### src/rtl/path_pkg.sv
// Shared types and default widths for the path replay read side.
package path_pkg;

   localparam int unsigned COORD_W_DEF = 4;
   localparam int unsigned CNT_W_DEF   = 9;

   typedef enum logic [1:0] {
      UP    = 2'b00,
      RIGHT = 2'b01,
      LEFT  = 2'b10,
      DOWN  = 2'b11
   } dir_t;

   typedef enum logic [2:0] {
      IDLE,
      POP,
      CAP,
      SHOW,
      DONE
   } state_t;

endpackage

### src/rtl/dir_step.sv
// One grid step from (x,y) in direction dir; oob flags a step off the grid edge.
module dir_step
   import path_pkg::*;
#(
   parameter int unsigned COORD_W = COORD_W_DEF
) (
   input  logic [COORD_W-1:0] x,
   input  logic [COORD_W-1:0] y,
   input  dir_t               dir,
   output logic [COORD_W-1:0] nx,
   output logic [COORD_W-1:0] ny,
   output logic               oob
);

   always_comb begin
      nx  = x;
      ny  = y;
      oob = 1'b0;
      unique case (dir)
         UP:    if (y == '0) oob = 1'b1; else ny = y - COORD_W'(1);
         RIGHT: if (x == '1) oob = 1'b1; else nx = x + COORD_W'(1);
         LEFT:  if (x == '0) oob = 1'b1; else nx = x - COORD_W'(1);
         DOWN:  if (y == '1) oob = 1'b1; else ny = y + COORD_W'(1);
         default: oob = 1'b0;
      endcase
   end

endmodule

### src/rtl/path_replayer.sv
// Drains the direction store, turning each code into an absolute position
// handed downstream over a valid/ready handshake; stops on an off-grid move.
module path_replayer
   import path_pkg::*;
#(
   parameter int unsigned COORD_W = COORD_W_DEF,
   parameter int unsigned CNT_W   = CNT_W_DEF
) (
   input  logic               clk,
   input  logic               rst,
   input  logic               start,
   input  logic [COORD_W-1:0] start_x,
   input  logic [COORD_W-1:0] start_y,
   input  logic               q_empty,
   input  logic [1:0]         q_data,
   output logic               q_dequeue,
   output logic               mv_valid,
   input  logic               mv_ready,
   output logic [1:0]         mv_dir,
   output logic [COORD_W-1:0] mv_x,
   output logic [COORD_W-1:0] mv_y,
   output logic [CNT_W-1:0]   move_cnt,
   output logic               busy,
   output logic               done,
   output logic               err
);

   state_t             state, nstate;
   logic [COORD_W-1:0] x, y, nx, ny;
   logic               oob;

   dir_step #(.COORD_W(COORD_W)) u_step (
      .x   (x),
      .y   (y),
      .dir (dir_t'(q_data)),
      .nx  (nx),
      .ny  (ny),
      .oob (oob)
   );

   always_ff @(posedge clk or posedge rst) begin
      if (rst) state <= IDLE;
      else     state <= nstate;
   end

   always_comb begin
      nstate    = state;
      q_dequeue = 1'b0;
      mv_valid  = 1'b0;
      busy      = 1'b0;
      done      = 1'b0;
      unique case (state)
         IDLE: if (start) nstate = POP;
         POP: begin
            busy = 1'b1;
            if (q_empty) begin
               nstate = DONE;
            end else begin
               q_dequeue = 1'b1;
               nstate    = CAP;
            end
         end
         CAP: begin
            busy   = 1'b1;
            nstate = oob ? DONE : SHOW;
         end
         SHOW: begin
            busy     = 1'b1;
            mv_valid = 1'b1;
            if (mv_ready) nstate = POP;
         end
         DONE: begin
            done = 1'b1;
            if (start) nstate = POP;
         end
         default: nstate = IDLE;
      endcase
   end

   always_ff @(posedge clk or posedge rst) begin
      if (rst) begin
         x        <= '0;
         y        <= '0;
         mv_dir   <= '0;
         mv_x     <= '0;
         mv_y     <= '0;
         move_cnt <= '0;
         err      <= 1'b0;
      end else begin
         unique case (state)
            IDLE, DONE: if (start) begin
               x        <= start_x;
               y        <= start_y;
               move_cnt <= '0;
               err      <= 1'b0;
            end
            CAP: begin
               if (oob) begin
                  err <= 1'b1;
               end else begin
                  x      <= nx;
                  y      <= ny;
                  mv_dir <= q_data;
                  mv_x   <= nx;
                  mv_y   <= ny;
               end
            end
            SHOW: if (mv_ready && move_cnt != '1) move_cnt <= move_cnt + CNT_W'(1);
            default: ;
         endcase
      end
   end

endmodule

### config.mk
export PLATFORM = sky130hd
export DESIGN_NAME = path_replayer
export DESIGN_NICKNAME = d
export VERILOG_FILES = /design/src/rtl/path_pkg.sv /design/src/rtl/dir_step.sv /design/src/rtl/path_replayer.sv
export SDC_FILE = /design/constraint.sdc
export NUM_CORES = 1
export LEC_CHECK = 0
export BUFFER_PORTS_ARGS = -buffer_cell sky130_fd_sc_hd__buf_2
export CAP_MARGIN = 40
export CORE_ASPECT_RATIO = 0.9
export CORE_MARGIN = 2
export CORE_UTILIZATION = 30
export CTS_BUF_LIST = sky130_fd_sc_hd__clkbuf_8
export CTS_CLUSTER_DIAMETER = 40
export DETAILED_ROUTE_END_ITERATION = 16
export PLACE_DENSITY = 0.52
export SLEW_MARGIN = 20
export SYNTH_ARGS = -nofsm -noshare
export SYNTH_HDL_FRONTEND = slang
export SYNTH_SLANG_ARGS = --single-unit
### constraint.sdc
create_clock -name clk -period 1.9 [get_ports clk]
set_input_delay 0.19 -clock clk [delete_from_list [all_inputs] [get_ports clk]]
set_output_delay 0.19 -clock clk [all_outputs]
set_load 0.01 [all_outputs]
## Word level (Yosys, flattened, before mapping)

Index checks and enable logic that the tools add are counted.

- Output and inout port bits: 24
- Register bits after elaboration: 31

- Bitwise gates (word level): 1
- Add/subtract/negate cells: 5
- Multiplexer cells: 33
- Reductions and logical operators: 14
- Equal/unequal tests: 15

Operator list:

| cell | number |
|---|---|
| $mux 4 | 8 |
| $pmux 4 s2 | 4 |
| $mux 9 | 2 |
| $pmux 9 s2 | 1 |
| $mux 3 | 4 |
| $pmux 3 s4 | 1 |
| $mux 1 | 11 |
| $add 9x1->9 const B | 1 |
| $ne 9x9->1 const B | 1 |
| $reduce_and 3->1 | 3 |
| $add 4x1->4 const B | 2 |
| $eq 4x4->1 const B | 2 |
| $logic_not 4->1 | 2 |
| $ne 2x2->1 const B | 4 |
| $sub 4x1->4 const B | 2 |
| $eq 3x2->1 const B | 2 |
| $eq 2x2->1 const B | 2 |
| $pmux 1 s4 | 1 |
| $reduce_and 2->1 | 2 |
| $reduce_bool 2->1 | 2 |
| $eq 3x1->1 const B | 1 |
| $eq 3x3->1 const B | 1 |
| $logic_not 3->1 | 1 |
| $reduce_or 3->1 | 1 |
| 7 further kinds | 7 |

## Logic depth before layout (Yosys ltp)

- Word-level depth: 5
- Mapped depth: 8
- Mapped depth without buffers: 8

## By module

From an unflattened synthesis, not the netlist that was laid out.

- Cell total of the unflattened synthesis: 212
- Area, all modules: 2150.8 um^2

By module, submodules not included:

| module | seq. area each (um^2) | area an instance (um^2) | times used | cells each |
|---|---|---|---|---|
| path_replayer | 775.7 | 1560.2 | 1 | 132 |
| dir_step | 0.0 | 590.6 | 1 | 80 |

## Worst setup path after synthesis

Ideal clock, no wire load.

- Path type: register -> register
- From: register y[0]
- To: register y[1]
- Stages on the path, launching flop included: 8
- Setup time: 142 ps
- Path slack: -200 ps
- Data required time: 1758 ps
- Arrival: 1958 ps
- Path through: dfrtp_1 > clkbuf_1 > inv_1 > ha_1 > or3b_1 > a32o_1 > a21oi_1 > o221ai_1

- Cells in the longest elaborated chain, start to end: 5

Ends and longest elaborated chain:

| element | RTL line | source |
|---|---|---|
| start, declared | path_replayer.sv:29 | `logic [COORD_W-1:0] x, y, nx, ny;` |
| start signal, assigned | path_replayer.sv:93 | `y <= start_y;` |
| start signal, assigned | path_replayer.sv:102 | `y <= ny;` |
| $add 4x1->4, or another cell as far along | dir_step.sv:23 | `DOWN: if (y == '1) oob = 1'b1; else ny = y + COORD_W'(1);` |
| $mux 4, or another cell as far along | dir_step.sv:23 |  |
| $pmux 4 s2 / $pmux 1 s4 (equally long branches) | dir_step.sv:19 | `unique case (dir)` |
| $mux 4 / $ne 2x2->1 (equally long branches) | n/a |  |
| $pmux 4 s2 / $reduce_and 3->1 (equally long branches) | n/a |  |

Parallel ways exist; a longest one is shown, timed or not. The select of a mux whose other input is x is not followed.
A chain may end at the register's enable or synchronous reset.

## Worst setup path after layout

- From: register y[0]
- To: register state[1]

- Cells in the longest elaborated chain, start to end: 5

Ends and longest elaborated chain:

| element | RTL line | source |
|---|---|---|
| $eq 4x4->1 / $logic_not 4->1 (equally long branches) | dir_step.sv:23, dir_step.sv:20 |  |
| $mux 1, on equally long branches | dir_step.sv:23, dir_step.sv:20 |  |
| $pmux 1 s4 (*) | dir_step.sv:19 |  |
| $mux 3 (*) | path_replayer.sv:65 | `nstate = oob ? DONE : SHOW;` |
| $pmux 3 s4 (*) | path_replayer.sv:52 | `unique case (state)` |
| end signal, assigned | path_replayer.sv:43 | `else state <= nstate;` |
| end, declared | path_replayer.sv:28 | `state_t state, nstate;` |

Mark *: on every way between the ends. The rest lies on a longest branch, timed or not.

==> impl_results.md <==
- Hold EP: state[2]
- Least-Margin Pin Slew: 0.411 ns
- Max-slew violation count: 0
- Root buf cell: clkbuf_8
- Max_cap viols: 0
- Critical-path maximum fanout: 7
- # DRC: 0
- Area leader, netlist: dfrtp_1
- Post-synth ARST share: 100%
- Hold Path Origin: q_empty
- First-pass GRT wire length: 11300 um
- H-tree depth: 2
- DRT iter0 DRCs: 99
- Starting Density: 31.5%
- Die area: 7720 um^2
- Clk_skew: 0.00550 ns
- Top cell type's share of synthesized area: 36.8%
- Post-synth EDFFs: 0
- Mapped Cells: 244
- Initial antenna violation count: 0
- Row count: 28
- Synth Register Bits: 31
- Register area share after synthesis: 36.8%
- Skew-Pair Late Insertion Delay: 0.29 ns
- Final instance area: 3110 um^2
- Post-route ant nets: 0
- Chip width: 92.4 um
- I/O pins: 39
- Synth Area per Inst: 8.65 um^2
- Reg clk slew, reported paths: 0.07 ns
- Worst hold path depth: 3
- Placed cell areas: 2790 um^2
- Routed length per instance: 16.1 um
- R2R setup slack: 0.02 ns
- Dpl hpwl: 5090 um
- Ranking of synthesized cells by area: dfrtp_1 (37%), ha_1 (5.9%), o21ai_0 (4.5%), nand2_1 (3.6%), nor2_1 (3.6%)
- Vias per cell: 5.25
- # fillers: 644
- Multi-input combinational cell area: 1380 um^2
- CTS tree: yes
- Most common cell after layout, fill and taps aside: buf_4
- Sequential cell area: 777 um^2
- Yosys Warn Count: 0
- RSZ-0062 raised after global routing: true
- Worst setup SP type: flop
- Clk sinks: 31
- Most frequent cells in the layout: buf_4 (58), buf_2 (38), dfrtp_1 (30)
- Routability cong.: 0.880
- Run status: complete, no violations
- Vias: 2243
- Class of the worst hold path: in -> reg
- Total Wirelength: 6870 um
- Final period utilization: 98.7%
- GRT Residual Overflow: 0
- Leakage: 1.44 nW
- Post-synth top flop: dfrtp_1
- Vias in the first global route: 2208
- Die Y: 83.6 um
- Share of layout cells above drive strength 1: 43.3%
- Core area: 6690 um^2
- IO Port Bufs: 38
- Pwr per Cell Area: 1380 nW/um^2
- Worst r2r src: y[0]
- IR drop worst, VDD: 0.000490 V
- Pin count of the biggest net entering global routing: 32
- Area grow syn2layout: 47.3%
- Reg2reg end: state[1]
- GRT Total Usage: 18.4%
- Crit path cell chain: inv_4 -> ha_4 -> or3b_4 -> a32oi_2 -> buf_6 -> nor2_4 -> or3_1
- Syn_nets: 269
- Slew HR: 72.5%
- Synth unique cells: 55
- Worst R2R Path Depth: 7
- Final nets: 361
- WP data arrival: 2.05 ns
- Minimum clock period: 1.88 ns
- Final core utilization: 46.4%
- Post-Syn Area: 2110 um^2
- Critical path class: reg -> reg
- Crit end category: flop
- Fmax: 533 MHz
- Final hold violations: 0
- CP required: 2.07 ns
- Clock buffer depth: 2
- DRT Pass-1 Iters: 5
- Diodes inserted: 0
- TritonCTS Buffers: 5
- CP max stage delay: 0.42 ns
- Endpoints failing setup: 0
- Critical Path Slowest Stage Cell: dfrtp_1
## per-layer routing
metal  global-route usage (%)  wire length [um]  share of wire (%)  up-vias
li1                         -                 -                  -     1105
met1                     24.9              3280                 48     1090
met2                     30.5              3360                 49       46
met3                     2.71               186                2.7        2
met4                     5.29                42               0.61        0
met5                        0                 0                  0        -
## cell type report
| type | instances | share of cell area [%] |
|---|---|---|
| clock buffer | 6 | 2.66 |
| timing repair buffer | 100 | 21.5 |
| tap | 90 | 3.62 |
| multi-input combinational | 185 | 44.3 |
| sequential | 31 | 25.0 |
| clock inverter | 2 | 1.13 |
| inverter | 13 | 1.73 |
## logic make-up (layout without fill, tap and decap cells)
kind of cell    count (synthesis)  count (layout)  synth area share [%]
xor+xnor                        3               3                  1.25
mux                             5               5                  2.49
compound gates                 76              76                  25.6
flops                          31              31                  36.8
buf+inv                        28             121                  5.22
fa+ha+maj                      10              10                  5.93
simple gates                   91              91                  22.8
## worst max-delay path: cells and delay by family, from the launching register on
family	cells	cell delay (ns)
adders and majority gates	1	0.12
buffers and inverters	2	0.25
DFF	1	0.42
and+or+nand+nor	3	0.75
AOI/OAI and AO/OA	1	0.23
## flip-flops by register name, summed over array words and instances, names as in the netlist
signal / count
err: 1
move_cnt: 9
y: 4
mv_dir: 2
mv_x: 4
mv_y: 4
state: 3
x: 4
## report_power, final
group	leakage (nW)	internal, mW	switching [mW]
clock	0.0612	0.424	0.262
sequential	0.397	0.902	0.208
combinational	0.980	1.18	1.31
## stage by stage
step	TNS (ns)	power, mW	hold slack, ns	setup slack (ns)	cells
2_1_floorplan	0	2.41	0.294	0.00245	244
3_3_place_gp	-0.0387	3.37	0.301	-0.0222	411
3_5_place_dp	-0.653	3.37	0.300	-0.0829	411
4_1_cts	0	4.17	0.167	0.00349	425
5_1_grt	-0.159	4.62	0.185	-0.0482	427
6_report	0	4.29	0.176	0.0239	427
## worst max-delay path by stage
stage | from | cells past startpoint | end
global route | y[0] | 7 | state[1]
floorplan | y[0] | 7 | x[0]
detailed placement | y[0] | 6 | mv_x[0]
global placement | move_cnt[0] | 8 | move_cnt[7]
finish | y[0] | 7 | state[1]
CTS | y[1] | 8 | mv_y[2]
## cells in the mapped netlist, drive strengths merged (3+ instances only)
master,number
a211oi,3
a21oi,10
a31oi,5
buf,4
clkbuf,11
dfrtp,31
ha,10
inv,13
mux2i,3
nand2,20
nand2b,3
nand3,11
nand4,5
nor2,20
nor2b,7
nor3,4
nor3b,5
o211ai,4
o21ai,19
o311ai,4
o31ai,3
o41ai,3
or3,3
## what timing repair did
| item | 4_1_cts | 5_1_grt |
|---|---|---|
| endpoints found under the hold margin | 31 | 0 |
| gates cloned | 0 | 0 |
| setup buffers | 5 | 2 |
| pin swaps | 3 | 6 |
| hold buffers | 1 | 0 |
| resized for setup | 10 | 27 |
| endpoints found under the setup margin | 18 | 17 |
Note: power is estimated with default switching activity, not from simulation.
